[src/rtl/simple_buffer_arbiter_if.sv]
// Bus between several writers, the shared single-entry buffer and its reader.
// The writers and the reader sit on the master side; the buffer is the slave.
interface simple_buffer_arbiter_if #(
  parameter int WIDTH      = 8,
  parameter int REQUESTERS = 4
);
  localparam int INDEX_WIDTH = (REQUESTERS > 1) ? $clog2(REQUESTERS) : 1;

  logic [REQUESTERS-1:0]       write_request;
  logic [REQUESTERS*WIDTH-1:0] write_data;
  logic [REQUESTERS-1:0]       write_grant;
  logic                        full;
  logic                        empty;
  logic                        read_enable;
  logic [WIDTH-1:0]            read_data;
  logic [INDEX_WIDTH-1:0]      read_source;

  modport master (
    output write_request, write_data, read_enable,
    input  write_grant, full, empty, read_data, read_source
  );

  modport slave (
    input  write_request, write_data, read_enable,
    output write_grant, full, empty, read_data, read_source
  );
endinterface

[src/rtl/simple_buffer_arbiter_rr.sv]
// Round-robin arbiter: grants the first requester at or after the priority
// pointer (wrapping), and moves the pointer just past each winner.
module round_robin_arbiter #(
  parameter int REQUESTERS = 4,
  localparam int INDEX_WIDTH = (REQUESTERS > 1) ? $clog2(REQUESTERS) : 1
) (
  input  logic                   clock,
  input  logic                   reset,
  input  logic [REQUESTERS-1:0]  requests_i,
  input  logic                   enable_i,
  output logic [REQUESTERS-1:0]  grant_o,
  output logic [INDEX_WIDTH-1:0] grant_index_o
);
  logic [INDEX_WIDTH-1:0] ptr_q;
  logic [INDEX_WIDTH-1:0] ptr_d;
  logic [INDEX_WIDTH-1:0] sel;
  logic                   found;
  int                     pos;

  // Scan upward from the pointer and grant the first active request.
  always_comb begin
    grant_o       = '0;
    grant_index_o = '0;
    found         = 1'b0;
    sel           = '0;
    pos           = 0;
    if (enable_i) begin
      for (int k = 0; k < REQUESTERS; k++) begin
        pos = (int'(ptr_q) + k) % REQUESTERS;
        sel = INDEX_WIDTH'(pos);
        if (!found && requests_i[sel]) begin
          found         = 1'b1;
          grant_o[sel]  = 1'b1;
          grant_index_o = sel;
        end
      end
    end
  end

  // Next pointer is one past the winner, wrapping at the top index.
  always_comb begin
    ptr_d = (grant_index_o == INDEX_WIDTH'(REQUESTERS - 1)) ? '0
                                                            : grant_index_o + INDEX_WIDTH'(1);
  end

  // Pointer moves only on a cycle that actually grants.
  always_ff @(posedge clock or posedge reset) begin
    if (reset) begin
      ptr_q <= '0;
    end else if (enable_i && (|requests_i)) begin
      ptr_q <= ptr_d;
    end
  end
endmodule

[src/rtl/simple_buffer_arbiter.sv]
// Single-entry buffer shared by several writers through a round-robin
// arbiter. The stored word carries the index of the writer that produced it.
// A full entry blocks all grants, so write and read never share a cycle.
module simple_buffer_arbiter #(
  parameter int WIDTH      = 8,
  parameter int REQUESTERS = 4
) (
  input  logic                     clock,
  input  logic                     reset,
  simple_buffer_arbiter_if.slave   bus
);
  localparam int INDEX_WIDTH = (REQUESTERS > 1) ? $clog2(REQUESTERS) : 1;

  logic [REQUESTERS-1:0]  grant;
  logic [INDEX_WIDTH-1:0] grant_index;
  logic                   full_q, full_d;
  logic [WIDTH-1:0]       data_q, data_d;
  logic [INDEX_WIDTH-1:0] source_q, source_d;

  round_robin_arbiter #(
    .REQUESTERS (REQUESTERS)
  ) u_arb (
    .clock         (clock),
    .reset         (reset),
    .requests_i    (bus.write_request),
    .enable_i      (~full_q),
    .grant_o       (grant),
    .grant_index_o (grant_index)
  );

  // Capture the granted writer's word, or drain the entry on a legal read.
  always_comb begin
    full_d   = full_q;
    data_d   = data_q;
    source_d = source_q;
    if (|grant) begin
      full_d   = 1'b1;
      data_d   = bus.write_data[grant_index*WIDTH +: WIDTH];
      source_d = grant_index;
    end else if (bus.read_enable && full_q) begin
      full_d = 1'b0;
    end
  end

  // Entry state; reset drops any stored word immediately.
  always_ff @(posedge clock or posedge reset) begin
    if (reset) begin
      full_q   <= 1'b0;
      data_q   <= '0;
      source_q <= '0;
    end else begin
      full_q   <= full_d;
      data_q   <= data_d;
      source_q <= source_d;
    end
  end

  // Reading an empty entry is ignored but flagged in simulation.
  always @(posedge clock) begin
    if (!reset) begin
      assert (!(bus.read_enable && !full_q))
        else $warning("read_enable asserted while buffer empty; ignored");
    end
  end

  assign bus.write_grant = grant;
  assign bus.full        = full_q;
  assign bus.empty       = ~full_q;
  assign bus.read_data   = data_q;
  assign bus.read_source = source_q;
endmodule
[src/flat_wrapper.sv]
// flat-port wrapper written by rule: the top's interface ports become plain ports
module simple_buffer_arbiter_flat 
#(
  parameter int WIDTH      = 8,
  parameter int REQUESTERS = 4
)
  (clock, reset, bus_write_request, bus_write_data, bus_read_enable, bus_write_grant, bus_full, bus_empty, bus_read_data, bus_read_source);
  simple_buffer_arbiter_if #(.WIDTH(WIDTH), .REQUESTERS(REQUESTERS)) bus_i ();
  input  logic clock;
  input  logic reset;
  input wire logic [$bits(bus_i.write_request)-1:0] bus_write_request;
  input wire logic [$bits(bus_i.write_data)-1:0] bus_write_data;
  input wire logic [$bits(bus_i.read_enable)-1:0] bus_read_enable;
  output wire logic [$bits(bus_i.write_grant)-1:0] bus_write_grant;
  output wire logic [$bits(bus_i.full)-1:0] bus_full;
  output wire logic [$bits(bus_i.empty)-1:0] bus_empty;
  output wire logic [$bits(bus_i.read_data)-1:0] bus_read_data;
  output wire logic [$bits(bus_i.read_source)-1:0] bus_read_source;
  assign bus_i.write_request = bus_write_request;
  assign bus_i.write_data = bus_write_data;
  assign bus_i.read_enable = bus_read_enable;
  assign bus_write_grant = bus_i.write_grant;
  assign bus_full = bus_i.full;
  assign bus_empty = bus_i.empty;
  assign bus_read_data = bus_i.read_data;
  assign bus_read_source = bus_i.read_source;
  simple_buffer_arbiter #(.WIDTH(WIDTH), .REQUESTERS(REQUESTERS)) u_core (.clock(clock), .reset(reset), .bus(bus_i));
endmodule
[config.mk]
export PLATFORM = sky130hd
export DESIGN_NAME = simple_buffer_arbiter_flat
export DESIGN_NICKNAME = d
export VERILOG_FILES = /design/src/rtl/simple_buffer_arbiter_if.sv /design/src/rtl/simple_buffer_arbiter_rr.sv /design/src/rtl/simple_buffer_arbiter.sv /design/src/flat_wrapper.sv
export SDC_FILE = /design/constraint.sdc
export NUM_CORES = 1
export LEC_CHECK = 0
export CAP_MARGIN = 10
export CORE_UTILIZATION = 42
export CTS_CLUSTER_DIAMETER = 120
export DETAILED_ROUTE_END_ITERATION = 8
export HOLD_SLACK_MARGIN = 0.05
export PLACE_DENSITY_LB_ADDON = 0.15
export SYNTH_ARGS = -nofsm -noshare
export SYNTH_HDL_FRONTEND = slang
export SYNTH_HIERARCHICAL = 1
export SYNTH_SLANG_ARGS = --single-unit
export TNS_END_PERCENT = 50
[constraint.sdc]
create_clock -name clock -period 3.9 [get_ports clock]
set_input_delay 0.78 -clock clock [delete_from_list [all_inputs] [get_ports clock]]
set_output_delay 0.78 -clock clock [all_outputs]
set_load 0.03 [all_outputs]
# Word-level counts from Yosys, hierarchy flattened
# Cells that the tools add are included.
[word_totals]
inputBits = 39
word_cells = 75
ff_bits = 13
output_inout_bits = 16
[op_classes]
n_lt_le_gt_ge = 8
mux = 38
n_eq_ne = 1
reduce_logical = 15
shift = 1
addsub = 4
n_bitwise = 4
[op_table]
columns = ["op", "n"]
rows = [
  ["2-to-1 mux 4 bit", 8],
  ["indexed part select 32 x 6 -> 8 bit", 1],
  ["2-to-1 mux 1 bit", 16],
  ["less-than comparator 2 x 3 -> 1 bit, second input constant", 4],
  ["2-to-1 mux 2 bit", 6],
  ["OR 4 bit", 3],
  ["logical AND 1 bit", 9],
  ["binary-select mux 1 bit (select 2 bit)", 4],
  ["demux 1 bit (select 2 bit)", 4],
  ["greater-or-equal comparator 2 x 1 -> 1 bit, second input constant", 4],
  ["OR reduction 4 bit", 2],
  ["adder 2 x 1 -> 2 bit, second input constant", 2],
  ["adder 2 bit, second input constant", 2],
  ["zero test 1 bit", 3],
  ["equality test 2 bit, second input constant", 1],
  ["nonzero test 2 bit", 1],
  ["inverter 1 bit", 1],
]

# Longest topological paths before layout
# Gate-level depths: netlist of the first run.
[logic_depth]
word_depth = 18
mapped_depth = 12
depth_no_buf = 10

# Hierarchy
# Netlist of the first run, hierarchy kept.
[by_module_without_submodules]
columns = ["module", "seq_area_each_um2", "area_per_inst_um2", "cells_per_inst", "instances"]
rows = [
  ["round_robin_arbiter", 50.0, 614.3, 71, 1],
  ["simple_buffer_arbiter", 275.3, 609.3, 36, 1],
]

# Worst setup path before layout of the first run
# OpenSTA, ideal clock, no wires.
[synth_path]
path_kind = "register to output"
start = "reg u_core.u_arb.ptr_q[0]"
end = "out bus_write_grant[2]"
path_slack_ns = 0.556
required_time_ns = 3.120
path_stages_with_launch = 9
t_arrival_ns = 2.564
path_cell_list = "dfrtp_1 > buf_6 > inv_1 > ha_1 > buf_2 > or3b_1 > a2111o_1 > and2_4 > o22ai_1"
[synth_via]
elab_chain_len = 16
[synth_lines]
columns = ["item", "line", "rtl"]
rows = [
  ["start: declaration", "simple_buffer_arbiter_rr.sv:14", "logic [INDEX_WIDTH-1:0] ptr_q;"],
  ["start signal: assignment", "simple_buffer_arbiter_rr.sv:51", "ptr_q <= ptr_d;"],
  ["parallel branches: the longest is 14 deep, another holds less-than comparator 2 x 3 -> 1 bit", "n/a", ""],
  ["2-to-1 mux 4 bit (*)", "simple_buffer_arbiter_rr.sv:31", "if (!found && requests_i[sel]) begin"],
  ["2-to-1 mux 4 bit (*)", "simple_buffer_arbiter_rr.sv:27", "if (enable_i) begin"],
  ["end: declaration", "flat_wrapper.sv:14", "output wire logic [$bits(bus_i.write_grant)-1:0] bus_write_grant;"],
]
# Every way passes the cells marked *. The select of a mux whose other input is x is not followed.

# Final worst setup path of the first run
[layout_path]
start = "in bus_write_request[2]"
end = "out bus_write_grant[2]"
[layout_via]
elab_chain_len = 16
[layout_lines]
columns = ["item", "line", "rtl"]
rows = [
  ["start: declaration", "flat_wrapper.sv:11", "input wire logic [$bits(bus_i.write_request)-1:0] bus_write_request;"],
  ["binary-select mux 1 bit (select 2 bit)", "simple_buffer_arbiter_rr.sv:31", ""],
  ["2-to-1 mux 1 bit (not written as such)", "simple_buffer_arbiter_rr.sv:31", ""],
  ["2-to-1 mux 1 bit", "simple_buffer_arbiter_rr.sv:31", ""],
  ["2-to-1 mux 1 bit", "simple_buffer_arbiter_rr.sv:27", ""],
  ["zero test 1 bit", "simple_buffer_arbiter_rr.sv:31", ""],
  ["logical AND 1 bit", "simple_buffer_arbiter_rr.sv:31", ""],
  ["2-to-1 mux 1 bit", "simple_buffer_arbiter_rr.sv:31", ""],
  ["2-to-1 mux 1 bit", "simple_buffer_arbiter_rr.sv:27", ""],
  ["zero test 1 bit", "simple_buffer_arbiter_rr.sv:31", ""],
  ["logical AND 1 bit", "simple_buffer_arbiter_rr.sv:31", ""],
  ["2-to-1 mux 1 bit", "simple_buffer_arbiter_rr.sv:31", ""],
  ["2-to-1 mux 1 bit", "simple_buffer_arbiter_rr.sv:27", ""],
  ["zero test 1 bit", "simple_buffer_arbiter_rr.sv:31", ""],
  ["logical AND 1 bit", "simple_buffer_arbiter_rr.sv:31", ""],
  ["2-to-1 mux 4 bit (*)", "simple_buffer_arbiter_rr.sv:31", ""],
  ["2-to-1 mux 4 bit (*)", "simple_buffer_arbiter_rr.sv:27", ""],
]
# Mark *: on every way between the ends. The rest lies on a longest branch, timed or not. The select of a mux whose other input is x is not followed.

==> summary.md, run 1 <==
| Metric | Value |
|---|---|
| Status | complete, no violations |
| Worst Setup Start Kind | input pin |
| Worst slew pin tran | 607.9 ps |
| Largest area contributor in the netlist | dfrtp_1 |
| Slew headroom | 59.48% |
| Count of warnings emitted by yosys | 6 |
| Global-route total usage across every layer | 21.61% |
| Final period utilization | 93.93% |
| Buffers on Ports | 54 |
| Worst setup EP type | output pin |
| Clock-pin slew on the worst setup and hold paths | 80 ps |
| CTS tree | built |
| Die area | 3133 um^2 |
| Worst path arrival time | 2880 ps |
| FFs w/ async S/R, synth | 100.0% |
| Hold path depth | 1 |
| Post-synth EDFFs | 0 |
| Final hold viol count | 0 |
| Max-slew violation count | 0 |
| Setup-failing EPs final | 0 |
| CP max-delay cell | clkdlybuf4s50_1 |
| WS Path Type | input pin to output pin |
| Iteration-0 DRC Markers | 28 |
| Syn avg cell area | 11.44 um^2 |
| # resized after CTS | 0 |
| Dpl cells | 192 |
| R2R setup slack | 820 ps |
| Placement Cell Area | 1817 um^2 |
| Req. time, crit path | 3120 ps |
| #FFs+latches synth | 13 |
| Top_reg_cell synth | dfrtp_1 |
| Cell Pwr Density | 820.1 nW/um^2 |
| Starting Density | 44.37% |
| Area Growth Syn to Fin | 50.72% |
| H-Tree Depth | 1 |
| Via count of the first global-routing pass | 1,126 |
| Part of the Yosys area used for sequential elements | 26.58% |
| Mapped Nets | 154 |
| Main area contributors after synthesis | dfrtp_1 (27%), mux4_2 (20%), mux2_2 (12%) |
| HP Class | flop to flop |
| Design Area, Final | 1844 um^2 |
| Post-route ant nets | 0 |
| CTS Buffer Depth | 2 |
| Final core occ | 66.88% |
| Layout cells sized above 1 | 27.27% |
| Via count | 1,127 |
| FF-to-FF path depth | 8 |
| Clock Skew | 4.078 ps |
| Die width | 55.98 um |
| Crit path cell chain | clkdlybuf4s50_1 -> buf_4 -> or3b_1 -> a2111o_1 -> and2_4 -> o22ai_1 -> buf_4 |
| DRC violations left | 0 |
| Final nets | 213 |
| Final min period | 3663 ps |
| Synthesized area | 1224 um^2 |
| Vias per cell | 5.750 |
| Die height | 55.98 um |
| First-pass DRT Iterations | 4 |
| Synth cell types | 33 |
| DP HPWL | 2.444 mm |
| Std-Cell Rows | 19 |
| Most frequent CP cell | buf_4 |
| Pleak | 0.7440 nW |
| Worst vdd ir | 725.8 uV |
| Maximum Capacitance Violations | 0 |
| Cts bufs inserted | 3 |
| Upper clock frequency limit | 0.2730 GHz |
| Critical-path maximum fanout | 8 |
| Crit-path max cell delay | 550 ps |
| First-pass GRT wire length | 5.230 mm |
| Root Buffer | clkbuf_4 |
| Ant diodes | 0 |
| Initial antenna violation count | 0 |
| Gate count after technology mapping | 107 |
| Clock Latency Late Sink | 280 ps |
| Clock Sinks | 13 |
| Num ports | 55 |
| RePlAce Congestion | 0.8208 |
| RSZ-0062 raised after global routing | false |
| Routed wire length | 3.103 mm |
| Core ar. | 2758 um^2 |
| Postcts setup bufs | 0 |
| Largest net degree at the start of global routing | 15 |
| Fin cells | 196 |
| Cts hold-fix bufs | 0 |
| Setup_tns | 0 ps |
| Routed len/inst | 15.83 um |
| Synth top area share | 26.58% |
| Gr ovfl total | 0 |
## final cells by class
type | count | area (um^2)
clock buffer | 3 | 22.52
timing repair buffer | 63 | 598.1
multi-input combinational | 79 | 832.0
tap | 31 | 38.79
fill | 233 | 913.4
clock inverter | 1 | 5.005
sequential | 13 | 325.3
inverter | 6 | 22.52
## cells by family after synthesis
| kind of cell | after synthesis | share of synthesized area (%) |
|---|---|---|
| AO/OA/AOI/OAI | 24 | 13.50 |
| adder cells (fa/ha/maj) | 8 | 8.180 |
| buffers and inverters | 15 | 6.339 |
| flip-flops | 13 | 26.58 |
| multiplexers | 28 | 35.48 |
| AND/OR/NAND/NOR | 19 | 9.919 |
## critical path: cells and delay by family
| family | cells | cell delay [ps] |
|---|---|---|
| AOI/OAI and AO/OA | 2 | 630 |
| buffers and inverters | 3 | 930 |
| and+or+nand+nor | 2 | 540 |
## sequential cells by signal, indices dropped and copies added (netlist names)
signal and count:
u_core/bus.full 1, u_core/u_arb/ptr_q 2, u_core/bus.read_source 2, u_core/bus.read_data 8
## placed cells by master (no fill, tap or decap), drive strengths merged, types with 2 or more instances in the layout
cell type / Yosys / layout
a221oi: 4 / 4
buf: 5 / 13
clkbuf: 4 / 3
clkdlybuf4s50: 0 / 50
dfrtp: 13 / 13
ha: 8 / 8
inv: 6 / 6
mux2: 13 / 13
mux2i: 4 / 4
mux4: 11 / 11
nand2: 4 / 4
nor2: 2 / 2
nor2b: 2 / 2
nor3: 2 / 2
nor3b: 3 / 3
o21ai: 8 / 8
o22ai: 4 / 4
## synth_stat cells (all sizes together) (2+ instances only)
library cell  instances
o22ai                 4
dfrtp                13
buf                   5
inv                   6
mux2i                 4
nand2                 4
nor2                  2
o21ai                 8
mux4                 11
nor3                  2
nor2b                 2
a221oi                4
clkbuf                4
ha                    8
nor3b                 3
mux2                 13
## power by group
group	switching, mW	total, mW	internal (mW)
clock network	0.0479	0.0860	0.0381
registers	0.0292	0.236	0.206
logic	0.603	1.19	0.588
## per-stage QoR
| stage | setup slack, ps | hold WS [ps] | power, mW |
|---|---|---|---|
| 6_report | 236.7 | 509.2 | 1.513 |
| 5_1_grt | 144.8 | 525.4 | 1.623 |
| 4_1_cts | 239.6 | 510.6 | 1.517 |
| 3_5_place_dp | 208.5 | 492.2 | 1.429 |
| 3_3_place_gp | 285.2 | 486.1 | 1.399 |
| 2_1_floorplan | 556.4 | 521.2 | 1.093 |
## path summary, 6_finish.rpt
kind | from | to
setup / recovery | bus_write_request[2] | bus_write_grant[2]
setup reg to reg | u_core/u_arb/ptr_q[1] | u_core/bus.read_data[2]
max in group asynchronous | reset | u_core/bus.read_data[7]
min in group asynchronous | reset | u_core/u_arb/ptr_q[0]
hold reg to reg | u_core/bus.read_data[5] | u_core/bus.read_data[5]
hold / removal | u_core/bus.read_data[5] | u_core/bus.read_data[5]
## metal layers
layer / track usage (%) / vias to the layer above / routed length (um)
met5: 0 / - / 0
met4: 5.923 / 0 / 31
met3: 6.279 / 4 / 191
met2: 36.90 / 51 / 1570
met1: 26.64 / 540 / 1310
li1: - / 532 / -
Power figures use the tool's default switching activity.
==> inputs of run 2 (changes only) <==
--- a/config.mk
+++ b/config.mk
@@ -9,7 +9,7 @@
 export CORE_UTILIZATION = 42
 export CTS_CLUSTER_DIAMETER = 120
 export DETAILED_ROUTE_END_ITERATION = 8
-export HOLD_SLACK_MARGIN = 0.05
+export HOLD_SLACK_MARGIN = 0.12
 export PLACE_DENSITY_LB_ADDON = 0.15
 export SYNTH_ARGS = -nofsm -noshare
 export SYNTH_HDL_FRONTEND = slang
==> results of run 2 <==
The final DEF is identical to that of run 1; final timing and power are the same.
==> inputs of run 3 (changes only) <==
--- a/config.mk
+++ b/config.mk
@@ -15,4 +15,4 @@
 export SYNTH_HDL_FRONTEND = slang
 export SYNTH_HIERARCHICAL = 1
 export SYNTH_SLANG_ARGS = --single-unit
-export TNS_END_PERCENT = 50
+export TNS_END_PERCENT = 1
==> results of run 3 <==
The final DEF is identical to that of run 1; final timing and power are the same.
